===== config.mk =====
export PLATFORM = sky130hd
export DESIGN_NAME = snake_frame_renderer
export DESIGN_NICKNAME = d
export VERILOG_FILES = /design/src/rtl/sga_render_pkg.sv /design/src/rtl/led_row_scanner.sv /design/src/rtl/snake_frame_renderer.sv
export SDC_FILE = /design/constraint.sdc
export NUM_CORES = 1
export LEC_CHECK = 0
export ABC_AREA = 1
export BUFFER_PORTS_ARGS = -buffer_cell sky130_fd_sc_hd__buf_2
export CORE_MARGIN = 2
export CORE_UTILIZATION = 50
export CTS_BUF_LIST = sky130_fd_sc_hd__clkbuf_8
export DETAILED_ROUTE_END_ITERATION = 8
export HOLD_SLACK_MARGIN = 0.03
export PLACE_DENSITY = 0.7
export SYNTH_ARGS = -nofsm -noshare
export SYNTH_HDL_FRONTEND = slang
export SYNTH_SLANG_ARGS = --single-unit
export TNS_END_PERCENT = 20

===== constraint.sdc =====
create_clock -name clock -period 2.8 [get_ports clock]
set_input_delay 0.84 -clock clock [delete_from_list [all_inputs] [get_ports clock]]
set_output_delay 0.84 -clock clock [all_outputs]
set_load 0.01 [all_outputs]

===== src/rtl/sga_render_pkg.sv =====
`default_nettype none
// ============================================================================
// Package     : sga_render_pkg
// Description : Shared renderer FSM state type and default grid geometry.
// Revision    : 1.0 - initial release
// ============================================================================
package sga_render_pkg;

    localparam int c_GRID_W  = 6;
    localparam int c_GRID_H  = 6;
    localparam int c_COORD_W = 3;
    localparam int c_SIZE_W  = 4;

    typedef enum logic [2:0] {
        ST_IDLE   = 3'd0,
        ST_CLEAR  = 3'd1,
        ST_FETCH  = 3'd2,
        ST_DRAW   = 3'd3,
        ST_COMMIT = 3'd4
    } state_t;

endpackage
`default_nettype wire


===== src/rtl/led_row_scanner.sv =====
`default_nettype none
// ============================================================================
// Module      : led_row_scanner
// Description : Free-running row multiplexer for the committed LED frame,
//               with optional apple blink (SGA_APPLE_BLINK_EN).
// Revision    : 1.0 - initial release
// ============================================================================
module led_row_scanner #(
    parameter int GRID_W    = 6,
    parameter int GRID_H    = 6,
    parameter int SCAN_DIV  = 1000,
    parameter int BLINK_DIV = 12_500_000
) (
    input  logic                     clock,
    input  logic                     restart,
    input  logic [GRID_W*GRID_H-1:0] leds,
`ifdef SGA_APPLE_BLINK_EN
    input  logic [GRID_W*GRID_H-1:0] apple_mask,
    input  logic [GRID_W*GRID_H-1:0] body_mask,
`endif
    output logic [GRID_H-1:0]        row_sel,
    output logic [GRID_W-1:0]        col_data
);

    localparam int c_ROW_W  = (GRID_H > 1) ? $clog2(GRID_H) : 1;
    localparam int c_SCAN_W = $clog2(SCAN_DIV + 1);

    logic [c_SCAN_W-1:0]          r_scan_cnt;
    logic [c_ROW_W-1:0]           r_row;
    logic [GRID_W*GRID_H-1:0]     w_visible;

    always_ff @(posedge clock) begin
        if (restart) begin
            r_scan_cnt <= '0;
            r_row      <= '0;
        end else if (r_scan_cnt == c_SCAN_W'(SCAN_DIV - 1)) begin
            r_scan_cnt <= '0;
            r_row      <= (r_row == c_ROW_W'(GRID_H - 1)) ? '0 : r_row + c_ROW_W'(1);
        end else begin
            r_scan_cnt <= r_scan_cnt + c_SCAN_W'(1);
        end
    end

`ifdef SGA_APPLE_BLINK_EN
    localparam int c_BLINK_W = $clog2(BLINK_DIV + 1);

    logic [c_BLINK_W-1:0] r_blink_cnt;
    logic                 r_blink_off;

    always_ff @(posedge clock) begin
        if (restart) begin
            r_blink_cnt <= '0;
            r_blink_off <= 1'b0;
        end else if (r_blink_cnt == c_BLINK_W'(BLINK_DIV - 1)) begin
            r_blink_cnt <= '0;
            r_blink_off <= ~r_blink_off;
        end else begin
            r_blink_cnt <= r_blink_cnt + c_BLINK_W'(1);
        end
    end

    // A body segment sitting on the apple keeps that pixel lit in the off phase.
    assign w_visible = r_blink_off ? (leds & ~(apple_mask & ~body_mask)) : leds;
`else
    assign w_visible = leds;

    // BLINK_DIV has no effect in this build; referenced so both builds share one parameter set.
    if (BLINK_DIV < 1) begin : g_blink_div_unused
    end
`endif

    always_comb begin
        row_sel  = '0;
        col_data = '0;
        for (int r = 0; r < GRID_H; r++) begin
            if (r_row == c_ROW_W'(r)) begin
                row_sel[r] = 1'b1;
                col_data   = w_visible[r*GRID_W +: GRID_W];
            end
        end
    end

endmodule
`default_nettype wire


===== src/rtl/snake_frame_renderer.sv =====
`default_nettype none
// ============================================================================
// Module      : snake_frame_renderer
// Description : Renders apple + snake body into a double-buffered LED frame
//               and row-scans it. Option macro: SGA_APPLE_BLINK_EN.
// Revision    : 1.0 - initial release
// ============================================================================
module snake_frame_renderer
    import sga_render_pkg::*;
#(
    parameter int GRID_W    = c_GRID_W,
    parameter int GRID_H    = c_GRID_H,
    parameter int COORD_W   = c_COORD_W,
    parameter int SIZE_W    = c_SIZE_W,
    parameter int SCAN_DIV  = 1000,
    parameter int BLINK_DIV = 12_500_000
) (
    input  logic                     clock,
    input  logic                     restart,
    input  logic                     render,
    input  logic [SIZE_W-1:0]        size,
    input  logic [COORD_W-1:0]       appleX,
    input  logic [COORD_W-1:0]       appleY,
    output logic [SIZE_W-1:0]        body_addr,
    input  logic [COORD_W-1:0]       body_x,
    input  logic [COORD_W-1:0]       body_y,
    output logic [GRID_W*GRID_H-1:0] leds,
    output logic                     busy,
    output logic                     done,
    output logic                     self_hit,
    output logic [GRID_H-1:0]        row_sel,
    output logic [GRID_W-1:0]        col_data
);

    localparam int c_CELLS = GRID_W * GRID_H;

    // One-hot cell mask; out-of-grid coordinates simply match no cell.
    function automatic logic [c_CELLS-1:0] cell_mask(input logic [COORD_W-1:0] x,
                                                     input logic [COORD_W-1:0] y);
        logic [c_CELLS-1:0] m;
        m = '0;
        for (int cy = 0; cy < GRID_H; cy++)
            for (int cx = 0; cx < GRID_W; cx++)
                if (x == COORD_W'(cx) && y == COORD_W'(cy))
                    m[cy*GRID_W + cx] = 1'b1;
        return m;
    endfunction

    state_t               r_state,     w_state_nxt;
    logic [SIZE_W-1:0]    r_idx,       w_idx_nxt;
    logic [SIZE_W-1:0]    r_size,      w_size_nxt;
    logic [SIZE_W-1:0]    r_body_addr, w_body_addr_nxt;
    logic [c_CELLS-1:0]   r_work,      w_work_nxt;
    logic [c_CELLS-1:0]   r_head,      w_head_nxt;
    logic [c_CELLS-1:0]   r_leds,      w_leds_nxt;
    logic                 r_hit,       w_hit_nxt;
    logic                 r_self_hit,  w_self_hit_nxt;
    logic                 r_done,      w_done_nxt;
    logic [c_CELLS-1:0]   w_body_cell;
    logic [c_CELLS-1:0]   w_apple_cell;
`ifdef SGA_APPLE_BLINK_EN
    logic [c_CELLS-1:0]   r_work_body,  w_work_body_nxt;
    logic [c_CELLS-1:0]   r_body_leds,  w_body_leds_nxt;
    logic [c_CELLS-1:0]   r_apple_work, w_apple_work_nxt;
    logic [c_CELLS-1:0]   r_apple_leds, w_apple_leds_nxt;
`endif

    assign w_body_cell  = cell_mask(body_x, body_y);
    assign w_apple_cell = cell_mask(appleX, appleY);

    always_comb begin
        w_state_nxt     = r_state;
        w_idx_nxt       = r_idx;
        w_size_nxt      = r_size;
        w_body_addr_nxt = r_body_addr;
        w_work_nxt      = r_work;
        w_head_nxt      = r_head;
        w_leds_nxt      = r_leds;
        w_hit_nxt       = r_hit;
        w_self_hit_nxt  = r_self_hit;
        w_done_nxt      = 1'b0;
`ifdef SGA_APPLE_BLINK_EN
        w_work_body_nxt  = r_work_body;
        w_body_leds_nxt  = r_body_leds;
        w_apple_work_nxt = r_apple_work;
        w_apple_leds_nxt = r_apple_leds;
`endif
        case (r_state)
            ST_IDLE: begin
                if (render) w_state_nxt = ST_CLEAR;
            end
            ST_CLEAR: begin
                w_work_nxt  = w_apple_cell;
                w_head_nxt  = '0;
                w_idx_nxt   = '0;
                w_hit_nxt   = 1'b0;
                w_size_nxt  = size;
                w_state_nxt = (size == '0) ? ST_COMMIT : ST_FETCH;
`ifdef SGA_APPLE_BLINK_EN
                w_work_body_nxt  = '0;
                w_apple_work_nxt = w_apple_cell;
`endif
            end
            ST_FETCH: begin
                w_body_addr_nxt = r_idx;
                w_state_nxt     = ST_DRAW;
            end
            ST_DRAW: begin
                w_work_nxt = r_work | w_body_cell;
`ifdef SGA_APPLE_BLINK_EN
                w_work_body_nxt = r_work_body | w_body_cell;
`endif
                if (r_idx == '0)
                    w_head_nxt = w_body_cell;
                else if ((w_body_cell & r_head) != '0)
                    w_hit_nxt = 1'b1;
                w_idx_nxt   = r_idx + SIZE_W'(1);
                w_state_nxt = (r_idx == r_size - SIZE_W'(1)) ? ST_COMMIT : ST_FETCH;
            end
            ST_COMMIT: begin
                w_leds_nxt     = r_work;
                w_self_hit_nxt = r_hit;
                w_done_nxt     = 1'b1;
                w_state_nxt    = ST_IDLE;
`ifdef SGA_APPLE_BLINK_EN
                w_body_leds_nxt  = r_work_body;
                w_apple_leds_nxt = r_apple_work;
`endif
            end
            default: w_state_nxt = ST_IDLE;
        endcase
    end

    always_ff @(posedge clock) begin
        if (restart) begin
            r_state     <= ST_IDLE;
            r_idx       <= '0;
            r_size      <= '0;
            r_body_addr <= '0;
            r_work      <= '0;
            r_head      <= '0;
            r_leds      <= '0;
            r_hit       <= 1'b0;
            r_self_hit  <= 1'b0;
            r_done      <= 1'b0;
`ifdef SGA_APPLE_BLINK_EN
            r_work_body  <= '0;
            r_body_leds  <= '0;
            r_apple_work <= '0;
            r_apple_leds <= '0;
`endif
        end else begin
            r_state     <= w_state_nxt;
            r_idx       <= w_idx_nxt;
            r_size      <= w_size_nxt;
            r_body_addr <= w_body_addr_nxt;
            r_work      <= w_work_nxt;
            r_head      <= w_head_nxt;
            r_leds      <= w_leds_nxt;
            r_hit       <= w_hit_nxt;
            r_self_hit  <= w_self_hit_nxt;
            r_done      <= w_done_nxt;
`ifdef SGA_APPLE_BLINK_EN
            r_work_body  <= w_work_body_nxt;
            r_body_leds  <= w_body_leds_nxt;
            r_apple_work <= w_apple_work_nxt;
            r_apple_leds <= w_apple_leds_nxt;
`endif
        end
    end

    assign leds      = r_leds;
    assign self_hit  = r_self_hit;
    assign done      = r_done;
    assign body_addr = r_body_addr;
    assign busy      = (r_state != ST_IDLE);

    led_row_scanner #(
        .GRID_W    (GRID_W),
        .GRID_H    (GRID_H),
        .SCAN_DIV  (SCAN_DIV),
        .BLINK_DIV (BLINK_DIV)
    ) u_scanner (
        .clock      (clock),
        .restart    (restart),
        .leds       (r_leds),
`ifdef SGA_APPLE_BLINK_EN
        .apple_mask (r_apple_leds),
        .body_mask  (r_body_leds),
`endif
        .row_sel    (row_sel),
        .col_data   (col_data)
    );

endmodule
`default_nettype wire


Word level (Yosys, flattened, before mapping)
Index checks and enable logic that the tools add are counted.
W data, S select, Z words.

word-level totals
  register bits after elaboration = 139
  bits of input ports = 19
  word-level logic and storage cells = 236

operators by class
  $add $sub $neg = 4
  equality and inequality tests = 35
  multiplexer cells = 97
  bitwise gates (word level) = 2
  reductions and logical operators = 86

operators with widths
  operator                 number
  $pmux W36 S2             2
  $mux W1                  81
  $logic_and A1 B1 Y1      72
  $and A36 B36 Y36         1
  $eq A3 B2 Y1 const B     12
  $mux W36                 1
  $mux W6                  6
  $or A36 B36 Y36          1
  $reduce_bool A36 Y1      1
  $eq A3 B3 Y1 const B     11
  $eq A3 B1 Y1 const B     6
  $logic_not A3 Y1         6
  $mux W3                  4
  $pmux W3 S4              1
  $add A10 B1 Y10 const B  1
  $eq A10 B10 Y1 const B   1
  $logic_not A4 Y1         2
  $ne A2 B2 Y1 const B     4
  $pmux W4 S2              1
  $add A4 B1 Y4 const B    1
  $eq A4 B4 Y1             1
  $sub A4 B1 Y4 const B    1
  $add A3 B1 Y3 const B    1
  $reduce_and A3 Y1        1
  5 further kinds          5

Depth between registers and ports, before layout
  depth in word-level cells = 8
  mapped depth = 11

Hierarchy
A second synthesis with hierarchy kept.

second synthesis, totals
  cells, all modules = 938
  area total of the unflattened synthesis = 6592.6 um2

modules (own cells, without submodules)
  module                times used  cells each  area each (um2)
  snake_frame_renderer  1           765         5574.1
  led_row_scanner       1           173         1018.5

Worst setup path after synthesis
Ideal clock, no wire load.

  path type = reg-to-output
  from = register u_scanner.r_row[1]
  to = output port col_data[2]
  arrival time = 1.494 ns
  required time = 1.960 ns
  path slack = 0.466 ns
  cell stages (with the launch flop) = 10
  cell sequence = dfxtp_1 > clkbuf_2 > nand2_1 > inv_1 > ha_1 > clkbuf_1 > nand2_1 > o21ai_0 > nand2_1 > a21oi_1

on the way
  word-level cells in the longest chain between the ends = 7
  elaborated cells on any way between the ends = 12

ends and longest elaborated chain
  element                 RTL line                    source
  from (decl)             led_row_scanner.sv:29       logic [c_ROW_W-1:0] r_row;
  from (signal assigned)  led_row_scanner.sv:38       r_row <= (r_row == c_ROW_W'(GRID_H - 1)) ? '0 : r_row + c_ROW_W'(1);
  $logic_not A3 Y1        led_row_scanner.sv:76       if (r_row == c_ROW_W'(r)) begin
  $mux W6 (5 in a row)    led_row_scanner.sv:76
  $mux W6 *               led_row_scanner.sv:76
  to (decl)               snake_frame_renderer.sv:32  output logic [GRID_W-1:0] col_data

Mark *: on every way between the ends. The rest lies on a longest branch, timed or not.

Worst setup path in the final report
  from = register u_scanner.r_row[0]
  to = output port col_data[5]

Same word-level chain as after synthesis.

==> results.md <==
* Top_reg_cell synth: dfxtp_1
* Final worst-path cycle share at 98.4%
* Placed cell count at 1,142
* Commonest non-fill, non-tap cell in the layout: nand2_1
* Pins Over Slew Limit at 0
* Synthesized area per cell at 6.91 µm²
* Critical Path Source Type: flip-flop
* I/O Buffers at 73
* CP Data Required Time at 1.96 ns
* Clk_lat worst skew at 0.45 ns
* Power Dens Cells at 555 nW/µm²
* Vias per inst at 5.22
* Endpoint class of the critical path: output pin
* Worst setup path class: reg2out
* Root Driver: clkbuf_8
* Max-Cap Viols at 0
* Crit path max fanout at 7
* Yosys cell types at 36
* Synthesized cell area at 6380 µm²
* Dpl ws at 0.407 ns
* Die height at 117 µm
* YS warnings at 0
* I/O Pins at 74
* Hold Violations, Final at 0
* TritonCTS Buffers at 17
* Drt pass-1 iters at 5
* CTS tree: yes
* Syn-to-layout area delta at 16.1%
* WP data arrival at 1.92 ns
* # DRC at 0
* Slew @ Worst Pin at 0.829 ns
* Drt first-iter violations at 663
* Vias post-DR at 6,155
* Die area at 13,700 µm²
* VDD IR-drop max at 0.288 mV
* Fillers at 1,193
* Initial antenna violation count at 0
* N_diodes at 0
* Ranking of synthesized cells by area: dfxtp_1, nand2_1, a21oi_1
* # clock sinks at 139
* First-pass GRT wire length at 27,500 µm
* Most frequent cells in the layout: nand2_1, dfxtp_1, nor2_1, inv_1, a21oi_1
* Post-synth top area cell: dfxtp_1
* Post-Route WL at 17,100 µm
* Fin cells at 1,178
* Leakage at 3.28 nW
* Max Root-Sink Buffers at 2
* Share of cells above drive strength 1 at 15.1%
* Clock Skew at 0.00746 ns
* GPL Wtd Cong at 0.885
* H-tree depth at 4
* Mapped Cells at 924
* Core area at 12,500 µm²
* Status: complete, no violations
* Vias in the first global route at 5,553
* Setup WS post-layout at 0.0447 ns
* Syn nets at 948
* Seq/Total Area, Yosys at 43.6%
* Total grt overflow at 0
* Post-synth EDFFs at 0
* Worst relative slew slack at 44.3%
* Worst-path clk slew at 0.07 ns
* # hold bufs at CTS at 0
* RSZ-0062 raised after global routing: true
* Total Routing Usage GR at 26.1%
* FFs w/ async S/R, synth at 0%
* Rows at 41
* Final setup viols at 0
* Post-DRT Antenna Nets at 0
* Starting Density at 51.0%
* Crit path time final at 2.76 ns
* #FFs+latches synth at 139
* Max frequency at 0.363 GHz
* Nets at 1,017
* Routed WL per cell at 14.5 µm
* HPWL Detailed at 12,400 µm
* Worst hold path class: reg2reg
* Top-area cell type share of the netlist area at 43.6%
* Die Wd at 117 µm
* Largest net degree at the start of global routing at 52
## metal layers
layer  vias up  GRT usage, %  share of wire, %
li1       3159             -                 -
met1      2755          34.8                47
met2       211          41.5                45
met3        30          5.30               5.9
met4         0          10.5               2.0
met5         -             0                 0
## what timing repair did
item | in CTS | in global routing
hold endpoints to repair | 0 | 0
pin swaps | 3 | 6
gates resized for setup | 10 | 12
setup endpoints to repair | 6 | 6
setup buffers | 1 | 3
## sequential cells by signal, indices dropped and copies added, names as in the netlist, 4 cells and up
register,flops
body_addr,4
r_size,4
r_idx,4
r_work,36
u_scanner.r_scan_cnt,10
leds,36
r_head,36
## worst paths after layout
| kind | cells after the start | end | slack [ns] | startpoint |
|---|---|---|---|---|
| worst min register to register | 1 | u_scanner.r_scan_cnt[0]$_SDFF_PP0_ | 0.45 | u_scanner.r_scan_cnt[0]$_SDFF_PP0_ |
| worst max register to register | 7 | r_head[1]$_SDFFE_PP0P_ | 0.91 | r_idx[0]$_SDFFE_PP0P_ |
| worst min-delay path | 1 | u_scanner.r_scan_cnt[0]$_SDFF_PP0_ | 0.45 | u_scanner.r_scan_cnt[0]$_SDFF_PP0_ |
| worst max-delay path | 9 | col_data[5] | 0.04 | u_scanner.r_row[0]$_SDFFE_PP0P_ |
## area by class of cell
| class | count | area, µm² | area share [%] |
|---|---|---|---|
| Multi-Input combinational cell | 645 | 3080 | 41.6 |
| Sequential cell | 139 | 2790 | 37.7 |
| Timing Repair Buffer | 90 | 493 | 6.65 |
| Inverter | 100 | 380 | 5.13 |
| Clock buffer | 20 | 275 | 3.71 |
| Tap cell | 172 | 215 | 2.90 |
| Clock inverter | 12 | 170 | 2.30 |
## cell families after synthesis
group                    after synthesis  synth area share, %
flip-flops                           139                 43.6
AND/OR/NAND/NOR                      433                 28.8
XOR/XNOR                               9                 1.23
AO/OA/AOI/OAI                        198                 16.6
buffers and inverters                140                 8.76
adder cells (fa/ha/maj)                5                0.980
## power by group
part           internal [mW]  total [mW]  switching [mW]
clock                   1.03        1.81           0.774
sequential              2.00        2.01          0.0148
combinational         0.0800       0.294           0.214
total                   3.11        4.11            1.00
## critical path, stage by stage, from the launching register on
cell and delay [ns]:
dfxtp_4 0.41, inv_6 0.05, nor3_4 0.26, nand2_1 0.09, nand2_1 0.09, a21oi_1 0.05, o21ai_1 0.16, nand2_1 0.09
a21oi_2 0.12, buf_2 0.14
## through the flow
step / util [%] / hold slack, ns / TNS (ns) / total power, mW / instance area (µm²)
after global placement: 54.9 / 0.429 / 0 / 2.35 / 6880
after CTS: 58.8 / 0.455 / -0.0235 / 4.13 / 7360
after detailed placement: 54.9 / 0.440 / 0 / 2.35 / 6880
after floorplan: - / 0.413 / 0 / 2.26 / 6380
final: 59.2 / 0.451 / 0 / 4.11 / 7410
after global routing: 59.2 / 0.473 / -0.157 / 4.25 / 7410
## cells in the mapped netlist, drive strengths merged (4+ instances only)
library cell and instances:
nand2 216, dfxtp 139, nor2 115, inv 99, a21oi 98, o21ai 78, nand3 65, nor3 24
buf 23, clkbuf 17, o221ai 13, nand4 10, o211ai 6, ha 5, xor2 5, xnor2 4
No activity file was read; power rests on OpenSTA's default activity.
